`config.mk`:
```
export PLATFORM = sky130hd
export DESIGN_NAME = word_loader
export DESIGN_NICKNAME = d
export VERILOG_FILES = /design/src/rtl/word_loader.sv
export SDC_FILE = /design/constraint.sdc
export NUM_CORES = 1
export LEC_CHECK = 0
export BUFFER_PORTS_ARGS = -buffer_cell sky130_fd_sc_hd__buf_2
export CELL_PAD_IN_SITES_DETAIL_PLACEMENT = 1
export CELL_PAD_IN_SITES_GLOBAL_PLACEMENT = 2
export CORE_MARGIN = 10
export CORE_UTILIZATION = 25
export DETAILED_ROUTE_END_ITERATION = 12
export PLACE_DENSITY_LB_ADDON = 0.15
export SLEW_MARGIN = 25
export SYNTH_ARGS = -nofsm -noshare
export SYNTH_HDL_FRONTEND = slang
export SYNTH_SLANG_ARGS = --single-unit
```
`constraint.sdc`:
```
create_clock -name clk -period 2.8 [get_ports clk]
set_clock_uncertainty 0.2 [all_clocks]
set_input_delay 0.56 -clock clk [delete_from_list [all_inputs] [get_ports clk]]
set_output_delay 0.56 -clock clk [all_outputs]
set_load 0.05 [all_outputs]
```
`src/rtl/word_loader.sv`:
```
// Buffers words from the serial receiver and writes them to consecutive memory addresses.
// The processor is held in reset until the terminator word has been consumed.
module word_loader #(
    parameter int unsigned DEPTH     = 4,
    parameter logic [11:0] BASE_ADDR = 12'h000,
    parameter logic [31:0] END_WORD  = 32'hFFFF_FFFF
) (
    input  logic        clk,
    input  logic        reset,
    input  logic        word_ready,
    input  logic [31:0] word_in,
    input  logic        mem_stall,
    output logic        mem_we,
    output logic [11:0] mem_addr,
    output logic [31:0] mem_data,
    output logic        cpu_hold,
    output logic        done,
    output logic        overflow
);

    localparam int unsigned AW = $clog2(DEPTH);
    localparam logic [AW:0] FULL_COUNT = DEPTH[AW:0];

    typedef enum logic {
        ST_LOAD,
        ST_DONE
    } state_t;

    state_t      r_state;
    state_t      w_state_next;

    logic        r_s1;
    logic        r_s2;
    logic        r_s3;

    logic [31:0] r_fifo [DEPTH];
    logic [AW-1:0] r_wptr;
    logic [AW-1:0] r_rptr;
    logic [AW:0] r_count;

    logic [11:0] r_addr;
    logic        r_overflow;

    logic        w_push;
    logic        w_full;
    logic        w_empty;
    logic        w_loading;
    logic        w_pop;
    logic [31:0] w_head;
    logic        w_head_end;
    logic        w_finish;
    logic        w_accept;
    logic        w_drop;
    logic        w_write;

    // word_ready may be asynchronous; s3 only serves edge detection
    always_ff @(posedge clk) begin
        if (reset) begin
            r_s1 <= 1'b0;
            r_s2 <= 1'b0;
            r_s3 <= 1'b0;
        end else begin
            r_s1 <= word_ready;
            r_s2 <= r_s1;
            r_s3 <= r_s2;
        end
    end

    always_comb begin
        w_push     = r_s2 & ~r_s3;
        w_full     = (r_count == FULL_COUNT);
        w_empty    = (r_count == '0);
        w_loading  = (r_state == ST_LOAD);
        w_head     = r_fifo[r_rptr];
        w_head_end = (w_head == END_WORD);
        w_pop      = ~w_empty & ~mem_stall & w_loading;
        w_finish   = w_pop & w_head_end;
        w_write    = w_pop & ~w_head_end;
        // a full FIFO still takes a push when the head leaves on the same edge
        w_accept   = w_push & w_loading & (~w_full | w_pop);
        w_drop     = w_push & w_loading & w_full & ~w_pop;
    end

    always_ff @(posedge clk) begin
        if (w_accept) begin
            r_fifo[r_wptr] <= word_in;
        end
    end

    always_ff @(posedge clk) begin
        if (reset) begin
            r_wptr  <= '0;
            r_rptr  <= '0;
            r_count <= '0;
        end else if (w_finish) begin
            // anything still queued behind the terminator is discarded
            r_wptr  <= '0;
            r_rptr  <= '0;
            r_count <= '0;
        end else begin
            if (w_accept) begin
                r_wptr <= r_wptr + 1'b1;
            end
            if (w_pop) begin
                r_rptr <= r_rptr + 1'b1;
            end
            case ({w_accept, w_pop})
                2'b10:   r_count <= r_count + 1'b1;
                2'b01:   r_count <= r_count - 1'b1;
                default: r_count <= r_count;
            endcase
        end
    end

    always_ff @(posedge clk) begin
        if (reset) begin
            r_addr <= BASE_ADDR;
        end else if (w_write) begin
            r_addr <= r_addr + 1'b1;
        end
    end

    always_ff @(posedge clk) begin
        if (reset) begin
            r_overflow <= 1'b0;
        end else if (w_drop) begin
            r_overflow <= 1'b1;
        end
    end

    always_ff @(posedge clk) begin
        if (reset) begin
            r_state <= ST_LOAD;
        end else begin
            r_state <= w_state_next;
        end
    end

    always_comb begin
        w_state_next = r_state;
        case (r_state)
            ST_LOAD: begin
                if (w_finish) begin
                    w_state_next = ST_DONE;
                end
            end
            ST_DONE: w_state_next = ST_DONE;
            default: w_state_next = ST_LOAD;
        endcase
    end

    always_comb begin
        cpu_hold = 1'b1;
        done     = 1'b0;
        case (r_state)
            ST_LOAD: begin
                cpu_hold = 1'b1;
                done     = 1'b0;
            end
            ST_DONE: begin
                cpu_hold = 1'b0;
                done     = 1'b1;
            end
            default: begin
                cpu_hold = 1'b1;
                done     = 1'b0;
            end
        endcase
        mem_we   = w_write;
        mem_addr = r_addr;
        mem_data = w_head;
        overflow = r_overflow;
    end

endmodule

```
# Word-level counts from Yosys, hierarchy flattened
# Memory sizes are Yosys's and may differ from the RTL's. A register that Yosys moved wholly into a read port is not among the register bits.
# Index checks and enable logic that the tools add are counted.
# totals
ff_bits	24
mem_bits_rw	128
input_bits	36
out_inout_bits	48
word_cells	48
mem_count	1
# memory_table
name	words	width	read_ports	rd_clocked_by_memory_dff	wr	line_no	rtl
r_fifo	4	32	1	1	1	36	logic [31:0] r_fifo [DEPTH];
# classes
n_addsub	5
n_eq_ne	4
muxes	9
bitwise_logic	17
n_reduce_logical	3
# ops
op	count
$eq A32 B32 Y1 const B	1
$add A12 B1 Y12 const B	1
$and A1 B1 Y1	9
$not A1 Y1	7
$pmux W1 S2	3
$pmux W3 S2	1
$add A2 B1 Y2 const B	2
$mux W2	2
$add A3 B1 Y3 const B	1
$eq A3 B3 Y1 const B	1
$logic_not A3 Y1	1
$mux W1	3
$sub A3 B1 Y3 const B	1
$eq A2 B1 Y1 const B	1
$eq A2 B2 Y1 const B	1
$reduce_bool A2 Y1	1
$reduce_or A2 Y1	1
$or A1 B1 Y1	1

# Depth between registers and ports, before layout
# Gate-level depths: netlist of the first run.
# depth
depth_word	8
ltp_mapped	9
ltp_nobuf	8

# Least setup slack after synthesis of the first run
# No wires, ideal clock.
# synth_timing
path_type	flip-flop to output port
startpoint	register with a tool-made name
endpoint	output mem_we
arrival_time_ps	1999
t_required_ps	2040
slack_ps	41
stages_incl_launch_ff	8
n_path_buf	3
cell_sequence	dfxtp_1 buf_6 buf_6 mux4_2 nand4_1 nor4_4 a21oi_2 buf_6
# synth_rtl
element	line_no	rtl
end: declaration	13	output logic mem_we,

==> results of run 1 <==
-- flip-flops by register name, summed over array words and instances, names as in the netlist, named ones only --
signal / count
r_fifo: 128
mem_addr: 12
r_count: 3
r_rptr: 2
r_wptr: 2
overflow: 1
r_s1: 1
r_s2: 1
r_s3: 1
r_state: 1
-- power groups by stage --
stage	Clock, mW	Sequential, mW	Combinational, mW
final	2.24	2.63	1.76
after detailed placement	0	2.68	1.74
after global placement	0	2.68	1.72
after global routing	2.40	2.65	1.90
after CTS	2.31	2.63	1.81
after floorplan	0	2.69	1.26
-- synth_stat cells, drive strengths merged --
cell,number,area (um2)
mux4,32,721
o211a,1,10.0
o31a,1,8.76
and3,3,18.8
a21oi,12,78.8
mux2,2,22.5
nor2b,6,37.5
clkbuf,2,7.51
nand4,11,81.3
a31o,6,52.6
a211oi,1,12.5
nor3,1,5.00
a21o,1,7.51
ha,5,62.6
nand3,4,20.0
inv,9,33.8
a311oi,1,8.76
nand2,10,37.5
xnor2,5,43.8
nand2b,5,31.3
dfxtp,26,521
mux2i,2,20.0
o21ai,1,5.00
nor4,4,55.1
edfxtp,128,3840
nor2,17,63.8
and2,10,62.6
o31ai,1,12.5
buf,9,92.6
xor2,1,8.76
fa,1,20.0
-- how the worst min path moves through the flow --
| stage | startpoint | endpoint | slack (ns) |
|---|---|---|---|
| after global routing | word_in[16] | r_fifo[1][16] | 0.12 |
| after CTS | word_in[16] | r_fifo[0][16] | 0.13 |
| final | word_in[16] | r_fifo[0][16] | 0.15 |
| after global placement | r_s1 | r_s2 | 0.23 |
| after detailed placement | r_s1 | r_s2 | 0.25 |
| after floorplan | r_s1 | r_s2 | 0.21 |
-- worst max-delay path, cell delays in order, from the launching register on --
cell and delay (ns):
dfxtp_4 0.42, buf_6 0.12, buf_12 0.10, mux4_2 0.51, nand4_1 0.23, nor4_4 0.09
a21oi_2 0.25, buf_6 0.20
-- through the flow --
stage	area, um2	total power, mW	std cells
3_5_place_dp	6970	4.41	729
3_3_place_gp	6970	4.40	729
5_1_grt	7600	6.95	764
6_report	7600	6.63	764
2_1_floorplan	6010	3.94	318
4_1_cts	7590	6.75	763
-- per-layer routing --
metal / share of wire (%) / global-route usage [%] / vias to the layer above
li1: - / - / 1492
met1: 44 / 11.2 / 1661
met2: 51 / 16.2 / 60
met3: 4.2 / 3.41 / 8
met4: 0.99 / 3.29 / 0
met5: 0 / 0 / -
-- kinds of logic (layout without fill, tap and decap cells) --
logic type	after synthesis	in the layout
buf+inv	20	147
flops	154	154
xor+xnor	6	6
compound gates	25	25
simple gates	71	71
fa+ha+maj	6	6
mux	36	36
-- layout make-up --
| type | count | area [um2] | share of cell area [%] |
|---|---|---|---|
| Clock buffer | 17 | 425 | 5.59 |
| Clock inverter | 15 | 151 | 1.99 |
| Inverter | 9 | 33.8 | 0.444 |
| Multi-Input combinational cell | 144 | 1520 | 20.0 |
| Sequential cell | 154 | 4370 | 57.5 |
| Tap cell | 319 | 399 | 5.25 |
| Timing Repair Buffer | 106 | 706 | 9.28 |
-- timing repair --
item | in CTS | in global routing
setup buffers | 1 | 1
gates resized for setup | 5 | 1
pin swaps | 4 | 3
cloned | 1 | 0
endpoints found under the setup margin | 2 | 5
==> results.sh, run 1 <==
export IMPL_p_int_mw=4.46
export IMPL_final_common_cell="edfxtp_1"
export IMPL_hold_path_class="in2reg"
export IMPL_fmax_mhz=323
export IMPL_violations="negative setup slack"
export IMPL_min_period_ns=3.10
export IMPL_synth_seq_cells=154
export IMPL_ff2ff_setup_slack_ns=0.03
export IMPL_wirelength_um=14500
export IMPL_die_y_um=175
export IMPL_fin_util_pct=32.3
export IMPL_route_detailed_drc=0
export IMPL_row_count=56
export IMPL_final_cell_mix="edfxtp_1 (128), buf_2 (82), mux4_2 (32), dfxtp_1 (24)"
export IMPL_path_class="reg2out"
export IMPL_switching_share_pct=32.8
export IMPL_cts_htree_levels=4
export IMPL_dp_hpwl_um=10100
export IMPL_synth_adder_area_share_pct=1.38
export IMPL_cts_hold_buffers=0
export IMPL_ir_drop_mv=0.296
export IMPL_die_w_um=175
export IMPL_arrival_ns=2.34
export IMPL_start_util_pct=25.5
export IMPL_antenna_cells=0
export IMPL_grt_pass1_vias=3599
export IMPL_dr_total_vias=3221
export IMPL_p_clk_share_pct=33.7
export IMPL_ant_nets=0
export IMPL_drtIter0Drc=134
export IMPL_min_path_cells=1
export IMPL_powerDensity_nw_per_um2=872
export IMPL_endpoint="mem_we"
export IMPL_tightest_slew_ns=0.586
export IMPL_antenna_found_initial=0
export IMPL_pre_cts_ws_ns=-0.0115
export IMPL_maxSlewHeadroom_pct=60.7
export IMPL_report_final_slew_viol_count=0
export IMPL_syn_num_nets=360
export IMPL_ys_seq_area_share_pct=72.7
export IMPL_reg2regPathDepth=9
export IMPL_crit_path_end_kind="output port"
export IMPL_syn_inst=318
export IMPL_grt_overflow_total=0
export IMPL_rsz0062_at_grt="true"
export IMPL_synth_top_family_by_area="multiplexers"
export IMPL_setup_ws_ns=-0.299
export IMPL_grt_max_degree=29
export IMPL_synth_area_mux_share_pct=12.7
export IMPL_critPathRequiredTime_ns=2.04
export IMPL_gp_congestion=0.668
export IMPL_cts_sinks=154
export IMPL_die_area_um2=30600
export IMPL_period_share_pct=111
export IMPL_pwr_share_comb_pct=26.6
export IMPL_finalHoldViolCount=0
export IMPL_outcome="finished, violations left"
export IMPL_synth_distinct_cells=37
export IMPL_grt_first_pass_wirelength_um=21800
export IMPL_num_fill_cells=2466
export IMPL_wl_per_cell_um=19.0
export IMPL_path_clk_slew_ns=0.07
export IMPL_synth_xor_xnor_area_share_pct=0.875
export IMPL_avgSynthCellArea_um2=18.9
export IMPL_avgViaCountPerCell=4.22
export IMPL_drive_gt1_share_pct=41.8
export IMPL_cts_tree="done"
export IMPL_worst_setup_path_start_kind="register"
export IMPL_ios=84
export IMPL_final_nets=474
export IMPL_area_growth_pct=26.6
export IMPL_grt_total_usage_pct=9.64
export IMPL_dr_pass1_iters=4
export IMPL_tns_ns=-0.299
export IMPL_clock_latency_ns=0.42
export IMPL_clock_root_buffer="clkbuf_16"
export IMPL_ys_warn_count=0
export IMPL_p_sw_mw=2.17
export IMPL_pwr_share_seq_pct=39.7
export IMPL_clockBufferDepth=2
export IMPL_hold_ws_ns=0.150
export IMPL_core_um2=23500
export IMPL_cp_max_fo=4
export IMPL_synthesis_area_um2=6010
export IMPL_setup_violations=1
export IMPL_numPortBuffers=83
export IMPL_synth_compound_area_share_pct=3.27
export IMPL_leakagePower_nw=2.63
export IMPL_cts_made_buffers=17
export IMPL_maxCapViolCount=0
export IMPL_synthSimpleGateAreaFrac_pct=6.87
export IMPL_r2r_end="mem_addr[4]"
(Power assumes the default switching activity.)
==> inputs of run 2 (changes only) <==
- ABC_AREA: default -> 1
- BUFFER_PORTS_ARGS: -buffer_cell sky130_fd_sc_hd__buf_2 -> default
- CTS_CLUSTER_DIAMETER: default -> 60
- DONT_BUFFER_PORTS: default -> 1
==> run 2 against run 1 <==
  * The run still ends with negative setup slack left
  * Maximum frequency up 0.17%
  * Count of clock-buffer cells in the layout grew 1
  * Power increased by 16%
  * First-iteration DRC count grew 51%
  * Via count increased by 52%
  * Critical path depth rose by 5
  * Largest cell class unchanged
  * Largest power group is now combinational cells
==> results.sh, run 2 <==
export IMPL_largest_register="r_fifo"
export IMPL_critPathRequiredTime_ns=2.04
export IMPL_path_class="reg2out"
export IMPL_clock_latency_ns=0.43
export IMPL_die_y_um=185
export IMPL_report_final_slew_viol_count=0
export IMPL_wl_per_cell_um=18.7
export IMPL_synth_top_area_cell="edfxtp_1"
export IMPL_final_cell_mix="nand2_1 (211), inv_1 (137), edfxtp_1 (128), nand3_1 (68), buf_4 (55)"
export IMPL_synthesis_area_um2=6800
export IMPL_path_clk_slew_ns=0.06
export IMPL_final_common_cell="nand2_1"
export IMPL_ys_seq_area_share_pct=64.1
export IMPL_rsz0062_at_grt="true"
export IMPL_syn_num_nets=771
export IMPL_maxCapViolCount=0
export IMPL_syn_inst=729
export IMPL_p_int_mw=4.94
export IMPL_final_nets=844
export IMPL_ys_top_cells_by_count="nand2_1 (230), inv_1 (138), edfxtp_1 (128)"
export IMPL_cts_tree="done"
export IMPL_wirelength_um=21600
export IMPL_setup_ws_ns=-0.294
export IMPL_synth_flop_cell="edfxtp_1"
export IMPL_ir_drop_mv=0.260
export IMPL_grt_overflow_total=0
export IMPL_arrival_ns=2.33
export IMPL_hold_path_class="in2reg"
export IMPL_grt_first_pass_wirelength_um=31100
export IMPL_grt_total_usage_pct=12.5
export IMPL_maxSlewHeadroom_pct=59.2
export IMPL_ys_warn_count=0
export IMPL_power_mw=7.68
export IMPL_die_area_um2=34200
export IMPL_ant_nets=0
export IMPL_powerDensity_nw_per_um2=880
export IMPL_grt_max_degree=36
export IMPL_cts_made_buffers=17
export IMPL_synth_top_area_share_pct=56.5
export IMPL_async_flop_share_pct=0
export IMPL_core_um2=26900
export IMPL_gp_congestion=0.730
export IMPL_tightest_slew_ns=0.611
export IMPL_antenna_found_initial=0
export IMPL_synth_area_top_cells="edfxtp_1 (56%), nand2_1 (13%), dfxtp_1 (7.6%)"
export IMPL_outcome="finished, violations left"
export IMPL_route_detailed_drc=0
export IMPL_leakagePower_nw=3.69
export IMPL_start_util_pct=25.3
export IMPL_fmax_mhz=323
export IMPL_pwr_share_seq_pct=34.2
export IMPL_dr_total_vias=4894
export IMPL_clockBufferDepth=2
export IMPL_finalHoldViolCount=0
export IMPL_synth_seq_cells=154
export IMPL_synth_edf_count=128
export IMPL_grt_pass1_vias=5107
export IMPL_cp_max_fo=11
export IMPL_avgViaCountPerCell=4.24
export IMPL_switching_share_pct=35.7
export IMPL_ios=84
export IMPL_num_fill_cells=3055
export IMPL_period_share_pct=111
export IMPL_p_sw_mw=2.74
export IMPL_crit_path_end_kind="output port"
export IMPL_avgSynthCellArea_um2=9.33
export IMPL_yosysMostFrequentCell="nand2_1"
export IMPL_dp_hpwl_um=14400
export IMPL_p_clk_share_pct=31.2
export IMPL_numPortBuffers=0
export IMPL_synth_distinct_cells=25
export IMPL_setup_violations=1
export IMPL_tns_ns=-0.294
export IMPL_violations="negative setup slack"
export IMPL_antenna_cells=0
export IMPL_row_count=60
export IMPL_cts_htree_levels=4
export IMPL_drive_gt1_share_pct=19.2
export IMPL_hp_start="word_in[13]"
export IMPL_largest_reg_flops=128
export IMPL_area_growth_pct=28.2
export IMPL_cts_sinks=154
export IMPL_drtIter0Drc=203
export IMPL_worst_setup_path_start_kind="register"
export IMPL_clock_root_buffer="clkbuf_16"
export IMPL_pwr_share_comb_pct=34.6
export IMPL_die_w_um=185
export IMPL_min_period_ns=3.09
export IMPL_dr_pass1_iters=4
-- run 2: changes by cell type after synthesis, moves of 7 or more --
cell and change:
inv_1 +129, a21oi_1 +12, nand3_1 +68, clkbuf_1 +7, nor2_1 +44, nand2_1 +220
nand4_1 -9, and2_1 -10, or2_2 +12, mux4_2 -32
-- run 2: worst max-delay path, cell delays in order (launching register included) --
cell and delay [ns]:
dfxtp_4 0.42, buf_12 0.16, buf_16 0.14, nand2_1 0.06
nand2_1 0.06, o21ai_2 0.18, nand2_1 0.08, nor2_1 0.08
nand2_1 0.09, nor2_2 0.18, nand2_2 0.11, nand2_4 0.11
clkinvlp_4 0.25
-- run 2: cell families (layout without fill, tap and decap cells) --
| group | after synthesis | in the layout | share of synthesized area [%] |
|---|---|---|---|
| compound gates | 23 | 23 | 1.71 |
| xor+xnor | 2 | 2 | 0.257 |
| fa+ha+maj | 6 | 6 | 1.21 |
| buf+inv | 163 | 247 | 9.69 |
| flops | 154 | 154 | 64.1 |
| simple gates | 381 | 381 | 23.0 |
-- run 2: path summary, 6_finish.rpt --
kind	to	slack, ns	cells past startpoint
setup / recovery	mem_we	-0.29	12
hold / removal	r_fifo[0][13]	0.03	0
setup reg to reg	mem_addr[11]	0.25	15
hold reg to reg	r_s2	0.21	2
-- run 2: per-layer routing --
metal	part of all wire [%]	track usage (%)	wire length [um]
met1	42	13.9	8970
met2	49	21.3	10700
met3	7.3	4.76	1580
met4	1.7	4.49	363
met5	0	0	0
-- run 2: layout make-up --
| type | count | area, um2 | share of cell area, % |
|---|---|---|---|
| multi-input combinational | 412 | 1900 | 21.8 |
| clock buffer | 18 | 429 | 4.92 |
| clock inverter | 12 | 176 | 2.02 |
| sequential | 154 | 4370 | 50.1 |
| inverter | 140 | 538 | 6.17 |
| timing repair buffer | 77 | 881 | 10.1 |
| tap | 341 | 427 | 4.89 |
-- run 2: repair_timing --
| item | in CTS | in global routing |
|---|---|---|
| gates resized for setup | 9 | 28 |
| hold buffers | 1 | 0 |
| pin swaps | 0 | 15 |
| hold endpoints to repair | 5 | 0 |
| buffers inserted | 0 | 12 |
| endpoints found under the setup margin | 1 | 1 |
| gates cloned | 1 | 6 |
-- run 2: power by group through the flow --
stage	registers, mW	clock network (mW)	logic [mW]
global route	2.64	2.56	2.89
CTS	2.61	2.47	2.36
detailed placement	2.65	0	2.28
floorplan	2.67	0	1.46
global placement	2.65	0	2.25
finish	2.63	2.39	2.66
-- run 2: through the flow --
step                instance area [um2]  hold WS [ns]  worst slack, ns  instances  utilization, %
finish                             8720        0.0251           -0.294       1154            32.5
CTS                                8350       0.00377           -0.246       1136            31.1
floorplan                          6810         0.188           -0.234        729               -
global route                       8720       0.00159           -0.412       1154            32.5
global placement                   7670         0.197            0.101       1104            28.5
detailed placement                 7670         0.200           0.0443       1104            28.5
==> inputs of run 3 (changes only) <==
- ABC_AREA: 1 -> 0
- CTS_BUF_LIST: default -> sky130_fd_sc_hd__clkbuf_8 sky130_fd_sc_hd__clkbuf_16
- GPL_ROUTABILITY_DRIVEN: default -> 0
==> run 3 against run 2 <==
  * The flow still finishes with violations (negative setup slack)
  * Maximum frequency rose by 1.7%
  * Hold slack improved by 0.0070 ns
  * Final cell count fell by 37%
  * Power fell by 13%
  * Via count fell by 36%
  * Count of clock-buffer cells in the layout fell by 1
  * Critical path depth fell by 6
  * Combinational power fell by 34%
  * Global-route usage fell by 2.9 points
  * Register-to-register slack got worse by 0.27 ns
  * Sequential share of layout area rose by 7.6 points
  * Worst setup slack improved by 0.051 ns
  * Critical path type unchanged
  * Largest cell class unchanged
  * Highest routed layer unchanged
==> results.sh, run 3 (synthesis gave the netlist of run 1 again) <==
export IMPL_outcome="finished, violations left"
export IMPL_violations="negative setup slack"
export IMPL_hold_ws_ns=0.0320
export IMPL_postPlaceCellArea_um2=6800
export IMPL_pwr_share_comb_pct=26.3
export IMPL_clockBufferDepth=2
export IMPL_wirelength_um=14600
export IMPL_path_clk_slew_ns=0.07
export IMPL_crit_path_end_kind="output port"
export IMPL_core_um2=23500
export IMPL_die_y_um=175
export IMPL_cts_htree_levels=4
export IMPL_dp_cells=677
export IMPL_area_growth_pct=26.1
export IMPL_antenna_cells=0
export IMPL_min_period_ns=3.04
export IMPL_powerDensity_nw_per_um2=885
export IMPL_final_cells=726
export IMPL_grt_first_pass_wirelength_um=21500
export IMPL_min_path_cells=0
export IMPL_final_nets=436
export IMPL_switching_share_pct=31.8
export IMPL_cts_made_buffers=17
export IMPL_grt_overflow_total=0
export IMPL_largest_register="r_fifo"
export IMPL_final_common_cell="edfxtp_1"
export IMPL_report_final_slew_viol_count=0
export IMPL_dr_total_vias=3129
export IMPL_start_util_pct=25.5
export IMPL_cpPeakStageDelay_ns=0.42
export IMPL_p_clk_share_pct=34.4
export IMPL_crit_path_frequent_cell="buf_12"
export IMPL_pre_cts_ws_ns=0.114
export IMPL_grt_total_usage_pct=9.53
export IMPL_avgViaCountPerCell=4.31
export IMPL_cts_tree="done"
export IMPL_drive_gt1_share_pct=33.2
export IMPL_clock_root_buffer="clkbuf_16"
export IMPL_route_detailed_drc=0
export IMPL_critPathRequiredTime_ns=2.04
export IMPL_largest_reg_flops=128
export IMPL_p_sw_mw=2.13
export IMPL_cp_max_fo=14
export IMPL_row_count=56
export IMPL_worst_setup_path_start_kind="register"
export IMPL_maxCapViolCount=0
export IMPL_die_area_um2=30600
export IMPL_ios=84
export IMPL_antenna_found_initial=0
export IMPL_dr_pass1_iters=4
export IMPL_final_area_um2=7570
export IMPL_setup_violations=4
export IMPL_period_share_pct=109
export IMPL_crit_family="simple AND/OR/NAND/NOR gates"
export IMPL_leakagePower_nw=2.50
export IMPL_finalHoldViolCount=0
export IMPL_grt_max_degree=33
export IMPL_power_mw=6.70
export IMPL_die_w_um=175
export IMPL_cp_num_cells=6
export IMPL_arrival_ns=2.28
export IMPL_path_class="reg2out"
export IMPL_clock_latency_ns=0.42
export IMPL_rsz0062_at_grt="true"
export IMPL_final_cell_mix="edfxtp_1 (128), buf_4 (46), mux4_2 (32), dfxtp_1 (24), clkbuf_16 (18)"
export IMPL_cts_sinks=154
export IMPL_dp_hpwl_um=9620
export IMPL_pwr_share_seq_pct=39.3
export IMPL_ir_drop_mv=0.346
export IMPL_wl_per_cell_um=20.1
export IMPL_ant_nets=0
export IMPL_grt_pass1_vias=3371
export IMPL_p_int_mw=4.57
export IMPL_cp_cell_sequence="buf_12 -> mux4_2 -> nand4_1 -> nor4_4 -> a21oi_2 -> buf_12"
export IMPL_crit_buf_inv=2
export IMPL_fmax_mhz=329
export IMPL_setup_ws_ns=-0.243
export IMPL_reg2regPathDepth=9
export IMPL_tightest_slew_ns=0.601
export IMPL_slowest_stage="nor4_4"
export IMPL_numPortBuffers=0
export IMPL_maxSlewHeadroom_pct=59.9
export IMPL_hold_path_class="in2reg"
export IMPL_drtIter0Drc=136
==> run 3: metal layers <==
metal  wire length (um)  GRT usage, %  up-vias  part of all wire [%]
li1                   -             -     1419                     -
met4                197          3.39        0                   1.3
met3                901          4.03       15                   6.2
met2               7440          15.9       60                    51
met1               6080          10.7     1635                    42
met5                  0             0        -                     0
==> run 3: final timing paths <==
check,endpoint,slack [ns],startpoint
max,mem_we,-0.24,register
min,r_fifo[0][21],0.03,word_in[21]
max reg2reg,mem_addr[5],-0.02,register
min reg2reg,r_s2,0.25,r_s1
==> run 3: stage by stage <==
| step | setup TNS [ns] | util [%] |
|---|---|---|
| final | -0.272 | 32.2 |
| after global routing | -0.723 | 32.2 |
| after CTS | -0.301 | 31.4 |
| after detailed placement | 0 | 28.9 |
| after global placement | 0 | 28.9 |
| after floorplan | 0 | - |
==> run 3: layout make-up <==
class,count,area [um2]
well taps,319,399
fillers,2463,16000
flip-flops and latches,154,4370
clock buffers,17,425
clock inverters,15,164
multi-input cells,144,1520
repair buffers,68,662
inverters,9,33.8
==> run 3: what timing repair did <==
action / in CTS / in global routing
endpoints found under the setup margin: 1 / 4
hold buffers: 1 / 11
setup buffers: 1 / 3
resized for setup: 0 / 3
hold endpoints to repair: 12 / 38
gates cloned: 0 / 1
pin swaps: 3 / 3
==> run 3: power by group through the flow <==
stage	registers [mW]	logic, mW	clock network, mW
2_1_floorplan	2.69	1.26	0
3_3_place_gp	2.67	1.73	0
3_5_place_dp	2.67	1.74	0
4_1_cts	2.63	1.75	2.39
5_1_grt	2.64	1.89	2.49
6_report	2.64	1.76	2.30
==> run 3: worst reg2reg max path: cells and delay by family, from the launching register on <==
family	cells	cell delay, ns
mux	1	0.53
simple gates	2	0.32
compound gates	3	0.81
buf+inv	3	0.46
flops	1	0.41
